## src/rtl/systolic_array_nxn.sv

```systemverilog
// systolic_array_nxn: N x N output-stationary systolic matrix multiplier.
// Each accepted beat carries one column of A and one row of B; the array
// accumulates C = A x B over any number of beats. The finished result is
// held on c_out until the consumer takes it with out_valid & out_ready.
module systolic_array_nxn #(
    parameter int N      = 4,
    parameter int DATA_W = 8,
    parameter int ACC_W  = 2*DATA_W+4,
    parameter int SIGNED = 0
) (
    input  logic                     clk,
    input  logic                     rst_n,
    input  logic [N*DATA_W-1:0]      a_in,
    input  logic [N*DATA_W-1:0]      b_in,
    input  logic                     in_valid,
    input  logic                     in_last,
    output logic                     in_ready,
    output logic [N*N*ACC_W-1:0]     c_out,
    output logic                     out_valid,
    input  logic                     out_ready,
    output logic                     busy
);

    localparam int PROD_W     = 2*DATA_W;
    // The far corner PE sees the last beat 2N-1 edges after it was accepted.
    localparam int FLUSH_LAST = 2*N-1;
    localparam int CNT_W      = $clog2(2*N);

    typedef enum logic [1:0] {
        S_IDLE  = 2'd0,
        S_LOAD  = 2'd1,
        S_FLUSH = 2'd2,
        S_DONE  = 2'd3
    } state_t;

    state_t             state_q;
    logic [CNT_W-1:0]   cnt_q;
    logic               out_valid_q;
    logic               busy_q;

    logic               accept;
    logic               clear_acc;

    // Skew lines: row i of A uses stages 0..i, column j of B uses 0..j.
    // Stage 0 is the input register shared by every row/column.
    logic [DATA_W-1:0]  a_skew_q   [N][N];
    logic               a_skew_v_q [N][N];
    logic [DATA_W-1:0]  b_skew_q   [N][N];
    logic               b_skew_v_q [N][N];

    // PE pipeline registers: a travels east, b travels south.
    logic [DATA_W-1:0]  pe_a_q     [N][N];
    logic               pe_a_v_q   [N][N];
    logic [DATA_W-1:0]  pe_b_q     [N][N];
    logic               pe_b_v_q   [N][N];
    logic [ACC_W-1:0]   acc_q      [N][N];

    // Operands arriving at each PE this cycle, and the accumulator next state.
    logic [DATA_W-1:0]  a_west     [N][N];
    logic               a_west_v   [N][N];
    logic [DATA_W-1:0]  b_north    [N][N];
    logic               b_north_v  [N][N];
    logic [ACC_W-1:0]   acc_d      [N][N];

    // Product of two operands, extended to the accumulator width. The
    // operands are widened first so the multiply is exact modulo 2^PROD_W
    // in both signed and unsigned modes.
    function automatic logic [ACC_W-1:0] mac_term(input logic [DATA_W-1:0] a,
                                                  input logic [DATA_W-1:0] b);
        logic [PROD_W-1:0] ax;
        logic [PROD_W-1:0] bx;
        logic [PROD_W-1:0] p;
        logic [ACC_W-1:0]  r;
        if (SIGNED != 0) begin
            ax = {{DATA_W{a[DATA_W-1]}}, a};
            bx = {{DATA_W{b[DATA_W-1]}}, b};
        end else begin
            ax = {{DATA_W{1'b0}}, a};
            bx = {{DATA_W{1'b0}}, b};
        end
        p = ax * bx;
        r = ((SIGNED != 0) && p[PROD_W-1]) ? '1 : '0;
        r[PROD_W-1:0] = p;
        return r;
    endfunction

    // Beats are only taken while a job is open and not yet flushing.
    assign in_ready  = (state_q == S_IDLE) || (state_q == S_LOAD);
    assign accept    = in_valid & in_ready;
    // The result handshake empties the array for the next job.
    assign clear_acc = (state_q == S_DONE) && out_ready;

    assign out_valid = out_valid_q;
    assign busy      = busy_q;

    // Job sequencing: collect beats, wait for the wavefront to drain, hold result.
    always_ff @(posedge clk or negedge rst_n) begin
        if (!rst_n) begin
            state_q     <= S_IDLE;
            cnt_q       <= '0;
            out_valid_q <= 1'b0;
            busy_q      <= 1'b0;
        end else begin
            case (state_q)
                S_IDLE: begin
                    if (accept) begin
                        state_q <= in_last ? S_FLUSH : S_LOAD;
                        cnt_q   <= '0;
                        busy_q  <= 1'b1;
                    end
                end
                S_LOAD: begin
                    if (accept && in_last) begin
                        state_q <= S_FLUSH;
                        cnt_q   <= '0;
                    end
                end
                S_FLUSH: begin
                    if (cnt_q == CNT_W'(FLUSH_LAST)) begin
                        state_q     <= S_DONE;
                        out_valid_q <= 1'b1;
                    end else begin
                        cnt_q <= cnt_q + CNT_W'(1);
                    end
                end
                S_DONE: begin
                    if (out_ready) begin
                        state_q     <= S_IDLE;
                        out_valid_q <= 1'b0;
                        busy_q      <= 1'b0;
                    end
                end
                default: begin
                    state_q     <= S_IDLE;
                    out_valid_q <= 1'b0;
                    busy_q      <= 1'b0;
                end
            endcase
        end
    end

    // Input register plus per-row/per-column delay lines; idle cycles
    // travel through as valid=0 bubbles.
    always_ff @(posedge clk or negedge rst_n) begin
        if (!rst_n) begin
            for (int i = 0; i < N; i++) begin
                for (int s = 0; s < N; s++) begin
                    a_skew_q[i][s]   <= '0;
                    a_skew_v_q[i][s] <= 1'b0;
                    b_skew_q[i][s]   <= '0;
                    b_skew_v_q[i][s] <= 1'b0;
                end
            end
        end else begin
            for (int i = 0; i < N; i++) begin
                a_skew_q[i][0]   <= a_in[i*DATA_W +: DATA_W];
                a_skew_v_q[i][0] <= accept;
                b_skew_q[i][0]   <= b_in[i*DATA_W +: DATA_W];
                b_skew_v_q[i][0] <= accept;
                for (int s = 1; s < N; s++) begin
                    a_skew_q[i][s]   <= a_skew_q[i][s-1];
                    a_skew_v_q[i][s] <= a_skew_v_q[i][s-1];
                    b_skew_q[i][s]   <= b_skew_q[i][s-1];
                    b_skew_v_q[i][s] <= b_skew_v_q[i][s-1];
                end
            end
        end
    end

    // Per-PE operand routing, multiply-accumulate and result packing.
    generate
        for (genvar gi = 0; gi < N; gi++) begin : g_row
            for (genvar gj = 0; gj < N; gj++) begin : g_col
                if (gj == 0) begin : g_a_edge
                    assign a_west[gi][gj]   = a_skew_q[gi][gi];
                    assign a_west_v[gi][gj] = a_skew_v_q[gi][gi];
                end else begin : g_a_inner
                    assign a_west[gi][gj]   = pe_a_q[gi][gj-1];
                    assign a_west_v[gi][gj] = pe_a_v_q[gi][gj-1];
                end

                if (gi == 0) begin : g_b_edge
                    assign b_north[gi][gj]   = b_skew_q[gj][gj];
                    assign b_north_v[gi][gj] = b_skew_v_q[gj][gj];
                end else begin : g_b_inner
                    assign b_north[gi][gj]   = pe_b_q[gi-1][gj];
                    assign b_north_v[gi][gj] = pe_b_v_q[gi-1][gj];
                end

                // Both valids always arrive together; requiring both keeps
                // a stray bubble from ever touching the accumulator.
                assign acc_d[gi][gj] =
                    clear_acc ? '0 :
                    (a_west_v[gi][gj] && b_north_v[gi][gj]) ?
                        acc_q[gi][gj] + mac_term(a_west[gi][gj], b_north[gi][gj]) :
                        acc_q[gi][gj];

                assign c_out[(gi*N+gj)*ACC_W +: ACC_W] = acc_q[gi][gj];
            end
        end
    endgenerate

    // PE registers: forward operands one hop per cycle and update accumulators.
    always_ff @(posedge clk or negedge rst_n) begin
        if (!rst_n) begin
            for (int i = 0; i < N; i++) begin
                for (int j = 0; j < N; j++) begin
                    pe_a_q[i][j]   <= '0;
                    pe_a_v_q[i][j] <= 1'b0;
                    pe_b_q[i][j]   <= '0;
                    pe_b_v_q[i][j] <= 1'b0;
                    acc_q[i][j]    <= '0;
                end
            end
        end else begin
            for (int i = 0; i < N; i++) begin
                for (int j = 0; j < N; j++) begin
                    pe_a_q[i][j]   <= a_west[i][j];
                    pe_a_v_q[i][j] <= a_west_v[i][j];
                    pe_b_q[i][j]   <= b_north[i][j];
                    pe_b_v_q[i][j] <= b_north_v[i][j];
                    acc_q[i][j]    <= acc_d[i][j];
                end
            end
        end
    end

endmodule

```

## config.mk

```make
export PLATFORM = sky130hd
export DESIGN_NAME = systolic_array_nxn
export DESIGN_NICKNAME = d
export VERILOG_FILES = /design/src/rtl/systolic_array_nxn.sv
export SDC_FILE = /design/constraint.sdc
export NUM_CORES = 2
export LEC_CHECK = 0
export CORE_MARGIN = 2
export CORE_UTILIZATION = 60
export CTS_CLUSTER_SIZE = 16
export DETAILED_ROUTE_END_ITERATION = 12
export MAX_ROUTING_LAYER = met4
export PLACE_DENSITY = 0.85
export SETUP_SLACK_MARGIN = 0.15
export SYNTH_ARGS = -nofsm -noshare
export SYNTH_HDL_FRONTEND = slang
export SYNTH_SLANG_ARGS = --single-unit
```

## constraint.sdc

```tcl
create_clock -name clk -period 5.85 [get_ports clk]
set_input_delay 1.4625 -clock clk [delete_from_list [all_inputs] [get_ports clk]]
set_output_delay 1.4625 -clock clk [all_outputs]
set_load 0.02 [all_outputs]
```

# Word level (Yosys, flattened, before mapping)
# Index checks and enable logic that the tools add are counted.
[op_classes]
addsub = 17
n_mul = 16
n_eq_ne = 9
n_mux = 47
bitwise = 1
reduce_logical = 18
[ops]
columns = ["cell", "count"]
rows = [
  ["2-to-1 mux 20 bit", 32],
  ["adder 20 x 16 -> 20 bit", 16],
  ["multiplier 8 x 8 -> 16 bit", 16],
  ["nonzero test 2 bit", 9],
  ["2-to-1 mux 2 bit", 5],
  ["2-to-1 mux 3 bit", 3],
  ["case mux 3 bit (3 select lines)", 1],
  ["inequality test 2 bit, second input constant", 4],
  ["case mux 2 bit (4 select lines)", 1],
  ["AND reduction 4 bit", 2],
  ["AND reduction 3 bit", 2],
  ["equality test 2 bit, second input constant", 2],
  ["case mux 1 bit (2 select lines)", 2],
  ["adder 3 x 1 -> 3 bit, second input constant", 1],
  ["equality test 3 bit, second input constant", 1],
  ["2-to-1 mux 1 bit", 3],
  ["nonzero test 3 bit", 1],
  ["equality test 2 x 1 -> 1 bit, second input constant", 1],
  ["logical AND 1 bit", 2],
  ["logical NOT 2 bit", 1],
  ["inequality test 2 x 1 -> 1 bit, second input constant", 1],
  ["bitwise AND 1 bit", 1],
  ["logical OR 1 bit", 1],
]
[word_totals]
register_bits = 686
input_bits = 69
out_inout_bits = 323
word_cells = 179

# Depth between registers and ports, before layout
[logic_depth]
depth_word = 6
mapped_depth = 18
depth_no_buf = 17

# Least setup slack after synthesis
# Ideal clock, no wire load.
[synth_path]
path_kind = "register to register"
from = "register pe_b_q, in the netlist b_north[72]"
to = "register acc_q, in the netlist c_out[139]"
setup_time_ns = 0.132
arrival_time_ns = 4.497
required_ns = 5.718
slack_ns = 1.221
stages_incl_launch_ff = 18
n_path_buf = 1
synth_period_minus_slack_ns = 4.629
path_cell_list = "dfrtp_1 > clkbuf_1 > nand2_1 > fa_1 > inv_1 > fa_1 > fa_1 > inv_1 > fa_1 > inv_1 > ha_1 > a2111oi_2 > o21ai_1 > a41o_1 > a2111oi_2 > o22ai_1 > xnor2_1 > nor2_1"
[synth_between]
elab_chain_cells = 4
[synth_lines]
columns = ["element", "line_no", "text"]
rows = [
  ["start, declared", "54", "logic [DATA_W-1:0] pe_b_q [N][N];"],
  ["start signal, assigned by index", "220", "pe_b_q[i][j] <= b_north[i][j];"],
  ["multiplier 8 x 8 -> 16 bit", "81", "p = ax * bx;"],
  ["adder 20 x 16 -> 20 bit", "195", "acc_q[gi][gj] + mac_term(a_west[gi][gj], b_north[gi][gj]) :"],
  ["2-to-1 mux 20 bit", "194", "(a_west_v[gi][gj] && b_north_v[gi][gj]) ?"],
  ["2-to-1 mux 20 bit", "193", "clear_acc ? '0 :"],
  ["end signal, assigned by index", "222", "acc_q[i][j] <= acc_d[i][j];"],
  ["end, declared", "56", "logic [ACC_W-1:0] acc_q [N][N];"],
]
# Every way passes these cells. The select of a mux whose other input is x is not followed.
# A chain may end at the register's enable or synchronous reset.

# Worst setup path in the final report
[layout_path]
from = "register pe_b_q, in the netlist b_north[24]"
to = "register acc_q, in the netlist c_out[257]"
# Same word-level chain as after synthesis.

==> results.ini <==
[routing]
drtIter0Drc = 3181
wirelength_mm = 161
wl_met2_mm = 78.2
detail-route-antenna-nets = 0
m1WireLength_mm = 62.9
drt-wirelength-per-cell_um = 18.8
drc = 0
met3WireLength_mm = 11.4
via_per_inst = 5.51
drtPass1Iterations = 6
via_count = 47200
top_layer = met4

[place]
gp_congestion = 0.978
dp.cells = 8418
dp_hpwl_mm = 127
numPortBuffers = 391
pre_cts_slack_ns = 0.860

[yosys]
synth_cells = 6740
netlist-cell-type-count = 87
synth_area_per_cell_sq_um = 9.59
yosys-top-cells-area = dfrtp_1 27%, fa_1 25%, ha_1 13%
ys_warn_count = 0
syn_nets = 8271
synth.cell_area_sq_um = 64700
synth_top_area_cell = dfrtp_1
synth_edf_count = 0
yosys.area.top_type_share_pct = 26.5
synth-seq-cells = 686
async_reset_ff_share_pct = 100
ys_seq_area_share_pct = 26.5
synthFlopType = dfrtp_1

[grt]
grt_pass1_wl_mm = 265
grt.total_usage_pct = 31.1
first_global_vias = 50700
gr-total-overflow = 0
antenna_found_initial = 1
grt_max_degree = 150

[status]
status = complete, no violations

[worst_setup_path]
cp_max_fo = 8
crit_type = flop to flop
cp.arrival_ns = 5.54
crit_required_ns = 6.35
start_kind = flop
worstSetupEndpointType = flop

[sta]
fmax_mhz = 198
clock_skew_ns = 0.0308
rsz0062_at_grt = no
hold_violations = 0
final-setup-viol-count = 0
min_period_over_period_pct = 86.2
min_period_ns = 5.04
worst_pin_slew_ns = 1.04
layout_setup_ws_ns = 0.807
drv_slew = 0
setup_tns_ns = 0
holdWs_ns = 0.339
max_slew_margin_pct = 30.8

[floorplanning]
core_area_sq_um = 107000
die_w_um = 332
num_io_pins = 392
num_rows = 120
die-height_um = 332
dieArea_sq_um = 110000
start_util_pct = 60.4

[finish]
layout_commonest_cell = inv_1
fillers = 7871
instances_no_fill = 8568
area_delta_synth_final_pct = 12.7
nNetsFinal = 8630
final_cell_mix = 1609 x inv_1, 800 x fa_1, 681 x dfrtp_1
layout-drive-gt1-share_pct = 2.85
antenna_cells = 0

[power_and_ir_drop]
vdd_drop_max_v = 0.000575
p_leak_nw = 37.8
cellPowerDensity_nw_per_um2 = 617

[clocking]
clkSinkCount = 686
cts_tree = done
clock_latency_ns = 0.69
cts_max_path_buffers = 3
postCtsSetupBuffers = 0
cts.htree.levels = 3
clk_pin_slew_worst_paths_ns = 0.06
cts_resized = 0
clock-root-buffer = clkbuf_16
hold_buffers = 0
numCtsBuffers = 82

[flow_run]
maxCapViolations = 0

[hold_path]
hold_path.class = flop to flop

-- cell usage after synthesis, types with 34 or more instances --
| cell | n |
|---|---|
| inv_1 | 1609 |
| o21ai_0 | 101 |
| a31oi_1 | 37 |
| nand2_1 | 644 |
| dfrtp_1 | 686 |
| nand3_1 | 43 |
| o21a_1 | 34 |
| xor2_1 | 60 |
| clkbuf_1 | 129 |
| nor2_1 | 351 |
| a211oi_1 | 61 |
| a21oi_1 | 189 |
| xnor2_1 | 118 |
| ha_1 | 662 |
| o21ai_1 | 50 |
| a21o_1 | 60 |
| fa_1 | 800 |
| o21bai_1 | 38 |
| and2_1 | 525 |
| mux2i_1 | 179 |
-- power breakdown --
part           internal, mW  switching (mW)
Sequential             5.94            1.48
Clock                  2.95            2.25
Combinational          13.7            18.6
Total                  22.6            22.3
-- stage by stage --
| stage | util [%] | total power [mW] | cell area [sq um] |
|---|---|---|---|
| 2_1_floorplan | - | 30.8 | 64700 |
| 3_3_place_gp | 65.5 | 38.0 | 70100 |
| 3_5_place_dp | 65.5 | 39.3 | 70100 |
| 4_1_cts | 68.1 | 45.0 | 72900 |
| 5_1_grt | 68.1 | 49.5 | 72900 |
| 6_report | 68.1 | 44.9 | 72900 |
-- registers in the layout (all words and copies together), names as in the netlist --
name,count
b_skew_v_q,1
state_q,2
c_out,320
a_west,96
a_west_v,4
out_valid,1
b_north_v,2
busy,1
cnt_q,3
a_skew_q,80
b_north,128
b_skew_q,48
-- critical path: stages (launching register included) --
cell and delay [ns]:
dfrtp_1 0.71, nand2_1 0.18, fa_1 0.54, inv_1 0.06, fa_1 0.48, fa_1 0.55
inv_1 0.05, fa_1 0.47, inv_1 0.04, ha_1 0.31, a21oi_1 0.20, o21ai_1 0.13
a31oi_1 0.35, o21bai_1 0.18, o41ai_1 0.33, xor2_1 0.19, a21oi_1 0.09
-- cell families after synthesis --
| group | count (synthesis) | share of synthesized area [%] |
|---|---|---|
| adders and majority gates | 1462 | 37.6 |
| xor gates and xnor gates | 178 | 2.41 |
| buffers and inverters | 1753 | 10.2 |
| AOI/OAI and AO/OA | 716 | 7.22 |
| and+or+nand+nor | 1763 | 13.2 |
| muxes | 182 | 2.82 |
| DFF | 686 | 26.5 |
-- routing by layer --
metal	vias up	GRT usage (%)
met5	-	-
met4	0	14.2
met3	427	6.22
met2	1620	50.5
met1	23700	37.7
li1	21500	-
-- path summary, 6_finish.rpt --
kind | slack [ns] | startpoint | end | depth (start not counted)
max | 0.81 | b_north[24] | c_out[257] | 16
min | 0.34 | b_skew_q[60] | b_skew_q[52] | 0
max reg2reg | 0.81 | b_north[24] | c_out[257] | 16
min reg2reg | 0.34 | b_skew_q[60] | b_skew_q[52] | 0
max in group asynchronous | 3.70 | rst_n | a_west[71] | 2
min in group asynchronous | 0.73 | rst_n | c_out[285] | 1
-- final cells by class --
cell class                      count  area [sq um]  area share (%)
Tap cell                         1403          1760            2.41
Multi-Input combinational cell   4301         40900            56.2
Clock buffer                      110          2310            3.17
Sequential cell                   686         17200            23.6
Inverter                         1610          6040            8.29
Clock inverter                     40           424           0.582
Timing Repair Buffer              418          4220            5.79
No activity file was read; power rests on OpenSTA's default activity.
